[config.mk]
export PLATFORM = sky130hd
export DESIGN_NAME = siganfu_fire_arbiter
export DESIGN_NICKNAME = d
export VERILOG_FILES = /design/src/rtl/siganfu_fire_arbiter.sv
export SDC_FILE = /design/constraint.sdc
export NUM_CORES = 1
export LEC_CHECK = 0
export ABC_AREA = 1
export BUFFER_PORTS_ARGS = -buffer_cell sky130_fd_sc_hd__buf_2
export CORE_ASPECT_RATIO = 1.1
export CORE_MARGIN = 3
export CORE_UTILIZATION = 55
export CTS_CLUSTER_SIZE = 25
export DETAILED_ROUTE_END_ITERATION = 10
export PLACE_DENSITY = 0.85
export RECOVER_POWER = 100
export SLEW_MARGIN = 20
export SYNTH_ARGS = -nofsm -noshare
export SYNTH_HDL_FRONTEND = slang
export SYNTH_SLANG_ARGS = --single-unit
[constraint.sdc]
create_clock -name sysclk -period 3 [get_ports sysclk]
set_clock_uncertainty 0.05 [all_clocks]
set_input_delay 0.6 -clock sysclk [delete_from_list [all_inputs] [get_ports sysclk]]
set_output_delay 0.6 -clock sysclk [all_outputs]
set_load 0.005 [all_outputs]
[src/rtl/siganfu_fire_arbiter.sv]
// siganfu_fire_arbiter
//
// Round-robin fire-control arbiter that shares one SIGANFU machine gun between
// NREQ targeting stations. One station at a time holds the gun (a "tenure").
// While it does, its lock/enemy/request flags are mirrored onto the gun inputs.
// A tenure ends in one of four ways:
//   - the station drops its request
//   - the shot budget is reached
//   - the tenure times out
//   - the gun reports downfall, which stops all firing until reboot_n
//
// Ports
//   sysclk            rising-edge system clock
//   reboot_n          asynchronous active-low reset
//   req               per-station fire request (level)
//   req_locked        per-station target-locked flag
//   req_enemy         per-station IFF-enemy flag
//   req_auto          per-station mode request (1 auto, 0 single)
//   gun_state         gun current_state (000 idle ... 101 downfall)
//   gun_fire_trigger  gun fire_trigger, one shot per rising edge
//   gnt               one-hot grant (registered)
//   gun_target_locked gun target_locked, mirrored from the granted station
//   gun_is_enemy      gun is_enemy, mirrored from the granted station
//   gun_fire_command  gun fire_command = req & locked & enemy of the grantee
//   gun_firing_mode   gun firing_mode, latched when the grant is issued
//   shot_count        shots in the current or most recent tenure
//   release_pulse     one-cycle pulse when a tenure ends
//   release_cause     00 drop, 01 burst, 10 timeout, 11 downfall
//   halted            sticky downfall indication
module siganfu_fire_arbiter #(
  parameter int NREQ      = 4,
  parameter int BURST_MAX = 8,
  parameter int HOLD_MAX  = 64,
  parameter int GUARD     = 2
) (
  input  logic            sysclk,
  input  logic            reboot_n,
  input  logic [NREQ-1:0] req,
  input  logic [NREQ-1:0] req_locked,
  input  logic [NREQ-1:0] req_enemy,
  input  logic [NREQ-1:0] req_auto,
  input  logic [2:0]      gun_state,
  input  logic            gun_fire_trigger,
  output logic [NREQ-1:0] gnt,
  output logic            gun_target_locked,
  output logic            gun_is_enemy,
  output logic            gun_fire_command,
  output logic            gun_firing_mode,
  output logic [7:0]      shot_count,
  output logic            release_pulse,
  output logic [1:0]      release_cause,
  output logic            halted
);

  localparam int IW = $clog2(NREQ);

  localparam logic [2:0] GS_RELOAD   = 3'b011;
  localparam logic [2:0] GS_OVERHEAT = 3'b100;
  localparam logic [2:0] GS_DOWNFALL = 3'b101;

  localparam logic [1:0] CAUSE_DROP    = 2'b00;
  localparam logic [1:0] CAUSE_BURST   = 2'b01;
  localparam logic [1:0] CAUSE_TIMEOUT = 2'b10;
  localparam logic [1:0] CAUSE_DOWN    = 2'b11;

  localparam logic [7:0] BURST_LIM  = 8'(BURST_MAX);
  localparam logic [9:0] HOLD_LIM   = 10'(HOLD_MAX);
  localparam logic [3:0] GUARD_LAST = 4'(GUARD - 1);

  typedef enum logic [1:0] {
    ST_IDLE  = 2'b00,
    ST_FIRE  = 2'b01,
    ST_GUARD = 2'b10,
    ST_HALT  = 2'b11
  } state_t;

  // First set request bit at or after ptr, wrapping modulo NREQ.
  function automatic logic [IW-1:0] pick_winner(input logic [NREQ-1:0] r,
                                                input logic [IW-1:0]   ptr);
    logic [IW-1:0] w;
    logic          found;
    logic [IW:0]   sum;
    logic [IW-1:0] idx;
    w     = ptr;
    found = 1'b0;
    for (int k = 0; k < NREQ; k++) begin
      sum   = {1'b0, ptr} + (IW+1)'(k);
      idx   = (sum >= (IW+1)'(NREQ)) ? IW'(sum - (IW+1)'(NREQ)) : IW'(sum);
      w     = (!found && r[idx]) ? idx : w;
      found = found | r[idx];
    end
    return w;
  endfunction

  // Pointer successor; NREQ need not be a power of two, so wrap explicitly.
  function automatic logic [IW-1:0] next_ptr(input logic [IW-1:0] w);
    return (w == IW'(NREQ - 1)) ? {IW{1'b0}} : w + IW'(1);
  endfunction

  function automatic logic [NREQ-1:0] onehot(input logic [IW-1:0] w);
    logic [NREQ-1:0] v;
    v    = {NREQ{1'b0}};
    v[w] = 1'b1;
    return v;
  endfunction

  // Registered state
  state_t          state_r;
  logic [IW-1:0]   ptr_r;
  logic [IW-1:0]   win_r;
  logic [9:0]      tenure_r;
  logic [3:0]      guard_cnt_r;
  logic            trig_r;
  logic            trig_d_r;
  logic [NREQ-1:0] gnt_r;
  logic            locked_r;
  logic            enemy_r;
  logic            fire_r;
  logic            mode_r;
  logic [7:0]      shot_count_r;
  logic            rel_pulse_r;
  logic [1:0]      rel_cause_r;
  logic            halted_r;

  // Next-state values
  state_t          state_nxt;
  logic [IW-1:0]   ptr_nxt;
  logic [IW-1:0]   win_nxt;
  logic [9:0]      tenure_nxt;
  logic [3:0]      guard_cnt_nxt;
  logic [NREQ-1:0] gnt_nxt;
  logic            locked_nxt;
  logic            enemy_nxt;
  logic            fire_nxt;
  logic            mode_nxt;
  logic [7:0]      shot_count_nxt;
  logic            rel_pulse_nxt;
  logic [1:0]      rel_cause_nxt;
  logic            halted_nxt;

  // Combinational helpers
  logic [IW-1:0]   win_s;
  logic            tenure_inc_s;
  logic [9:0]      tenure_s;
  logic            shot_rise_s;
  logic            exit_s;
  logic            to_halt_s;
  logic [1:0]      cause_s;

  // Outputs come straight from flops.
  assign gnt               = gnt_r;
  assign gun_target_locked = locked_r;
  assign gun_is_enemy      = enemy_r;
  assign gun_fire_command  = fire_r;
  assign gun_firing_mode   = mode_r;
  assign shot_count        = shot_count_r;
  assign release_pulse     = rel_pulse_r;
  assign release_cause     = rel_cause_r;
  assign halted            = halted_r;

  // FSM state register
  always_ff @(posedge sysclk or negedge reboot_n) begin
    if (!reboot_n) begin
      state_r <= ST_IDLE;
    end else begin
      state_r <= state_nxt;
    end
  end

  // Trigger input register plus one delayed copy for rising-edge detection
  always_ff @(posedge sysclk or negedge reboot_n) begin
    if (!reboot_n) begin
      trig_r   <= 1'b0;
      trig_d_r <= 1'b0;
    end else begin
      trig_r   <= gun_fire_trigger;
      trig_d_r <= trig_r;
    end
  end

  // Datapath and output registers
  always_ff @(posedge sysclk or negedge reboot_n) begin
    if (!reboot_n) begin
      ptr_r        <= {IW{1'b0}};
      win_r        <= {IW{1'b0}};
      tenure_r     <= 10'd0;
      guard_cnt_r  <= 4'd0;
      gnt_r        <= {NREQ{1'b0}};
      locked_r     <= 1'b0;
      enemy_r      <= 1'b0;
      fire_r       <= 1'b0;
      mode_r       <= 1'b0;
      shot_count_r <= 8'd0;
      rel_pulse_r  <= 1'b0;
      rel_cause_r  <= 2'b00;
      halted_r     <= 1'b0;
    end else begin
      ptr_r        <= ptr_nxt;
      win_r        <= win_nxt;
      tenure_r     <= tenure_nxt;
      guard_cnt_r  <= guard_cnt_nxt;
      gnt_r        <= gnt_nxt;
      locked_r     <= locked_nxt;
      enemy_r      <= enemy_nxt;
      fire_r       <= fire_nxt;
      mode_r       <= mode_nxt;
      shot_count_r <= shot_count_nxt;
      rel_pulse_r  <= rel_pulse_nxt;
      rel_cause_r  <= rel_cause_nxt;
      halted_r     <= halted_nxt;
    end
  end

  // Next-state and next-output logic
  always_comb begin
    state_nxt      = state_r;
    ptr_nxt        = ptr_r;
    win_nxt        = win_r;
    tenure_nxt     = tenure_r;
    guard_cnt_nxt  = guard_cnt_r;
    gnt_nxt        = gnt_r;
    locked_nxt     = locked_r;
    enemy_nxt      = enemy_r;
    fire_nxt       = fire_r;
    mode_nxt       = mode_r;
    shot_count_nxt = shot_count_r;
    rel_pulse_nxt  = 1'b0;
    rel_cause_nxt  = rel_cause_r;
    halted_nxt     = halted_r;

    win_s        = pick_winner(req, ptr_r);
    // Reload and overheat do not use up the station's time slot.
    tenure_inc_s = (gun_state != GS_RELOAD) && (gun_state != GS_OVERHEAT);
    // Count including the current cycle, so a tenure lasts exactly
    // HOLD_MAX counted FIRE cycles.
    tenure_s     = tenure_inc_s ? tenure_r + 10'd1 : tenure_r;
    shot_rise_s  = trig_r & ~trig_d_r;
    exit_s       = 1'b0;
    to_halt_s    = 1'b0;
    cause_s      = CAUSE_DROP;

    case (state_r)
      ST_IDLE: begin
        if (gun_state == GS_DOWNFALL) begin
          state_nxt  = ST_HALT;
          halted_nxt = 1'b1;
        end else if (|req) begin
          state_nxt      = ST_FIRE;
          win_nxt        = win_s;
          gnt_nxt        = onehot(win_s);
          mode_nxt       = req_auto[win_s];
          shot_count_nxt = 8'd0;
          tenure_nxt     = 10'd0;
        end else begin
          state_nxt = ST_IDLE;
        end
      end

      ST_FIRE: begin
        // Exit checks in priority order; only the first match is reported.
        exit_s = 1'b1;
        if (gun_state == GS_DOWNFALL) begin
          cause_s   = CAUSE_DOWN;
          to_halt_s = 1'b1;
        end else if (!req[win_r]) begin
          cause_s = CAUSE_DROP;
        end else if (shot_count_r == BURST_LIM) begin
          cause_s = CAUSE_BURST;
        end else if (tenure_s == HOLD_LIM) begin
          cause_s = CAUSE_TIMEOUT;
        end else begin
          exit_s = 1'b0;
        end

        if (exit_s) begin
          gnt_nxt       = {NREQ{1'b0}};
          locked_nxt    = 1'b0;
          enemy_nxt     = 1'b0;
          fire_nxt      = 1'b0;
          mode_nxt      = 1'b0;
          rel_pulse_nxt = 1'b1;
          rel_cause_nxt = cause_s;
          if (to_halt_s) begin
            state_nxt  = ST_HALT;
            halted_nxt = 1'b1;
          end else begin
            state_nxt     = ST_GUARD;
            ptr_nxt       = next_ptr(win_r);
            guard_cnt_nxt = 4'd0;
          end
        end else begin
          state_nxt  = ST_FIRE;
          locked_nxt = req_locked[win_r];
          enemy_nxt  = req_enemy[win_r];
          fire_nxt   = req[win_r] & req_locked[win_r] & req_enemy[win_r];
          tenure_nxt = tenure_s;
          if (shot_rise_s && (shot_count_r != 8'hFF)) begin
            shot_count_nxt = shot_count_r + 8'd1;
          end else begin
            shot_count_nxt = shot_count_r;
          end
        end
      end

      ST_GUARD: begin
        if (gun_state == GS_DOWNFALL) begin
          state_nxt  = ST_HALT;
          halted_nxt = 1'b1;
        end else if (guard_cnt_r == GUARD_LAST) begin
          state_nxt = ST_IDLE;
        end else begin
          guard_cnt_nxt = guard_cnt_r + 4'd1;
        end
      end

      ST_HALT: begin
        // Only reboot_n leaves this state.
        state_nxt  = ST_HALT;
        gnt_nxt    = {NREQ{1'b0}};
        locked_nxt = 1'b0;
        enemy_nxt  = 1'b0;
        fire_nxt   = 1'b0;
        mode_nxt   = 1'b0;
        halted_nxt = 1'b1;
      end

      default: begin
        state_nxt  = ST_IDLE;
        gnt_nxt    = {NREQ{1'b0}};
        locked_nxt = 1'b0;
        enemy_nxt  = 1'b0;
        fire_nxt   = 1'b0;
        mode_nxt   = 1'b0;
      end
    endcase
  end

endmodule

==> run summary <==
Number of filler cells placed in the layout = 469
I/O pin count = 42
Worst-skew pair later-pin latency = 0.30 ns
Die ar. = 6170 um^2
Dominant cell type by area after synthesis = dfrtp_1
PwrDens = 345 nW/um^2
Slew Limit Fails = 43
Tightest Pin Transition = 2.23 ns
Met2 Resource Use GR = 0.418
Period utilization = 0.835
Synth area leaders = dfrtp_1, nand2_1, nand3_1
# rows = 27
Vias in the first global route = 2703
CTS H-tree lvls = 2
PostCTS Resize Cnt = 0
Initial core utilization = 0.575
Cell variety after synth = 33
Vias/cell = 5.51
Total power = 1.08 mW
Height of the die = 82.1 um
Iter 0 DRT Violations = 109
Critical Path Max Stage Delay = 0.42 ns
Root Driver = clkbuf_8
Core ar. = 5030 um^2
Leakage power = 1.60 nW
Final Hold Vio Count = 0
Critical Path Start Type = flip-flop
IO Port Bufs = 41
Largest net degree at the start of global routing = 43
Status = finished, violations left
Post-layout minimum cycle time = 2.50 ns
First-pass GRT wire length = 11300 um
Hold Path Class = reg2reg
Synthesized area = 2890 um^2
Chip Width = 75.1 um
Top Usage Layer GRT = met2
CTS tree = built
FF/Latch Area = 1050 um^2
RSZ-0062 raised after global routing = false
Sequential share of the synthesized area = 0.363
Post-CTS Setup Inserts = 0
Post-CTS Hold Buffers = 0
Critical Path End Type = flip-flop
Cell mode on critical path = nand2_1
CP max-delay cell = dfrtp_1
Slew headroom = -0.484
Critical-path cell list = ha_1 > nand3_1 > nor2_1 > nand3_1 > nand2_1 > nand2_1 > nand2_1 > nor2_1 > nand2_2 > nand3_1 > nand2_4 > nand3_1 > nand2_1 > nand2_1
DRC = 0
Delay-heaviest family, CP = simple AND/OR/NAND/NOR gates
Multi-input gate area in the final layout = 1570 um^2
Maximum buffer depth of the clock tree = 2
WL per Instance = 12.6 um
Syn avg cell area = 6.99 um^2
Buf/Inv on CP = 0
Clock-pin slew on the worst setup and hold paths = 0.08 ns
Max Cap Violations = 1
Fin util = 0.623
Antenna cell count = 0
Critical path required time = 3.14 ns
Clk sinks = 42
Final wirelength = 6450 um
Global routing usage on met3 = 0.0379
Routed Antenna Nets = 0
Total GRT Usage = 0.234
Max rail drop VDD = 0.215 mV
Failing checks = capacitance limit, slew limit
Synth-to-Final Area Change = 8.43%
Syn nets = 446
Cell count after synthesis = 414
Setup TNS = 0 ns
Initial antenna violation count = 0
RD Place Congestion = 0.909
Fraction of layout cells with a size suffix above 1 = 0.105
Seq cells post-synth = 42
Final setup vio count = 0
DP HPWL = 4880 um
Worst Path Arrival = 2.65 ns
Number of flops mapped to enable cells by yosys = 0
Pre-antenna DRT Iters = 5
Final net count = 487
Worst Path Max Fanout = 15
Grt ovf = 0
Met1 Use GR = 0.284
CTS buffer count = 5
Post-synth top area share = 0.363
FMAX = 399 MHz
Top_reg_cell synth = dfrtp_1
WS Path Type = reg2reg
Via count of the routed design = 2832
Yosys warnings = 0
Ys async rst share = 1.00
==> metrics by stage <==
| stage | std cells | setup WS (ns) | area (um^2) | hold WS [ns] |
|---|---|---|---|---|
| 6_report | 514 | 0.496 | 3140 | 0.345 |
| 5_1_grt | 514 | 0.201 | 3140 | 0.345 |
| 4_1_cts | 514 | 0.671 | 3210 | 0.344 |
| 3_5_place_dp | 506 | 0.521 | 3120 | 0.327 |
| 3_3_place_gp | 506 | 0.589 | 3120 | 0.318 |
| 2_1_floorplan | 414 | 1.03 | 2890 | 0.254 |
==> Yosys cell counts (2+ instances only) <==
| library cell | number |
|---|---|
| nand3_1 | 40 |
| nand3_2 | 2 |
| clkbuf_1 | 2 |
| buf_4 | 3 |
| or2_2 | 3 |
| nor2_2 | 3 |
| nand2_1 | 149 |
| nand4_1 | 13 |
| nand2_2 | 6 |
| o21ai_1 | 2 |
| nor2_1 | 30 |
| o21ai_0 | 19 |
| a21oi_1 | 7 |
| o21ai_2 | 11 |
| nor3_1 | 2 |
| inv_1 | 41 |
| xor2_1 | 8 |
| buf_2 | 2 |
| nor4_1 | 3 |
| buf_6 | 2 |
| a31oi_1 | 2 |
| dfrtp_1 | 42 |
| nand3b_1 | 2 |
| nand2_4 | 2 |
| ha_1 | 10 |
==> flip-flops by register name (all words and copies together), names as in the netlist, 2 cells and up <==
| name | cells |
|---|---|
| release_cause | 2 |
| ptr_r | 2 |
| guard_cnt_r | 4 |
| shot_count | 8 |
| state_r | 2 |
| tenure_r | 10 |
| gnt | 4 |
| win_r | 2 |
==> worst paths after layout <==
kind | from | endpoint | slack (ns) | cells after the start
worst min register to register | trig_r | trig_d_r | 0.34 | 0
worst min-delay path | trig_r | trig_d_r | 0.34 | 0
worst max-delay path | tenure_r[0] | shot_count[6] | 0.50 | 14
max in group asynchronous | reboot_n | tenure_r[2] | 0.73 | 1
worst max register to register | tenure_r[0] | shot_count[6] | 0.50 | 14
min in group asynchronous | reboot_n | tenure_r[0] | 0.89 | 1
==> cell families after synthesis <==
group	share of synthesized area
xor+xnor	0.0298
simple gates	0.385
fa+ha+maj	0.0433
flops	0.363
buf+inv	0.0761
compound gates	0.102
==> power by group <==
| group | internal [mW] | switching [mW] | total [mW] |
|---|---|---|---|
| sequential | 0.572 | 0.00850 | 0.580 |
| clock | 0.164 | 0.194 | 0.358 |
| combinational | 0.0469 | 0.0976 | 0.144 |
| total | 0.782 | 0.300 | 1.08 |
==> cell type report <==
class	count	share of cell area
multi-input cells	321	0.500
flip-flops and latches	42	0.335
repair buffers	43	0.0642
inverters	42	0.0503
clock buffers	6	0.0231
well taps	58	0.0231
clock inverters	2	0.00439
==> per-layer routing <==
layer	wire [um]	vias to the layer above
li1	-	1424
met1	2790	1319
met2	3270	79
met3	281	10
met4	111	0
met5	0	-
==> placed cells by master, fill, tap and decap left out, types with 5 or more instances in the layout <==
cell type	count
dfrtp_1	42
inv_1	42
a21oi_1	7
nor2_1	31
nand2_1	152
o21ai_0	28
clkbuf_8	5
ha_1	10
clkbuf_1	16
nand3_1	42
xor2_1	8
buf_2	26
nand4_1	13
Note: power is estimated with default switching activity, not from simulation.
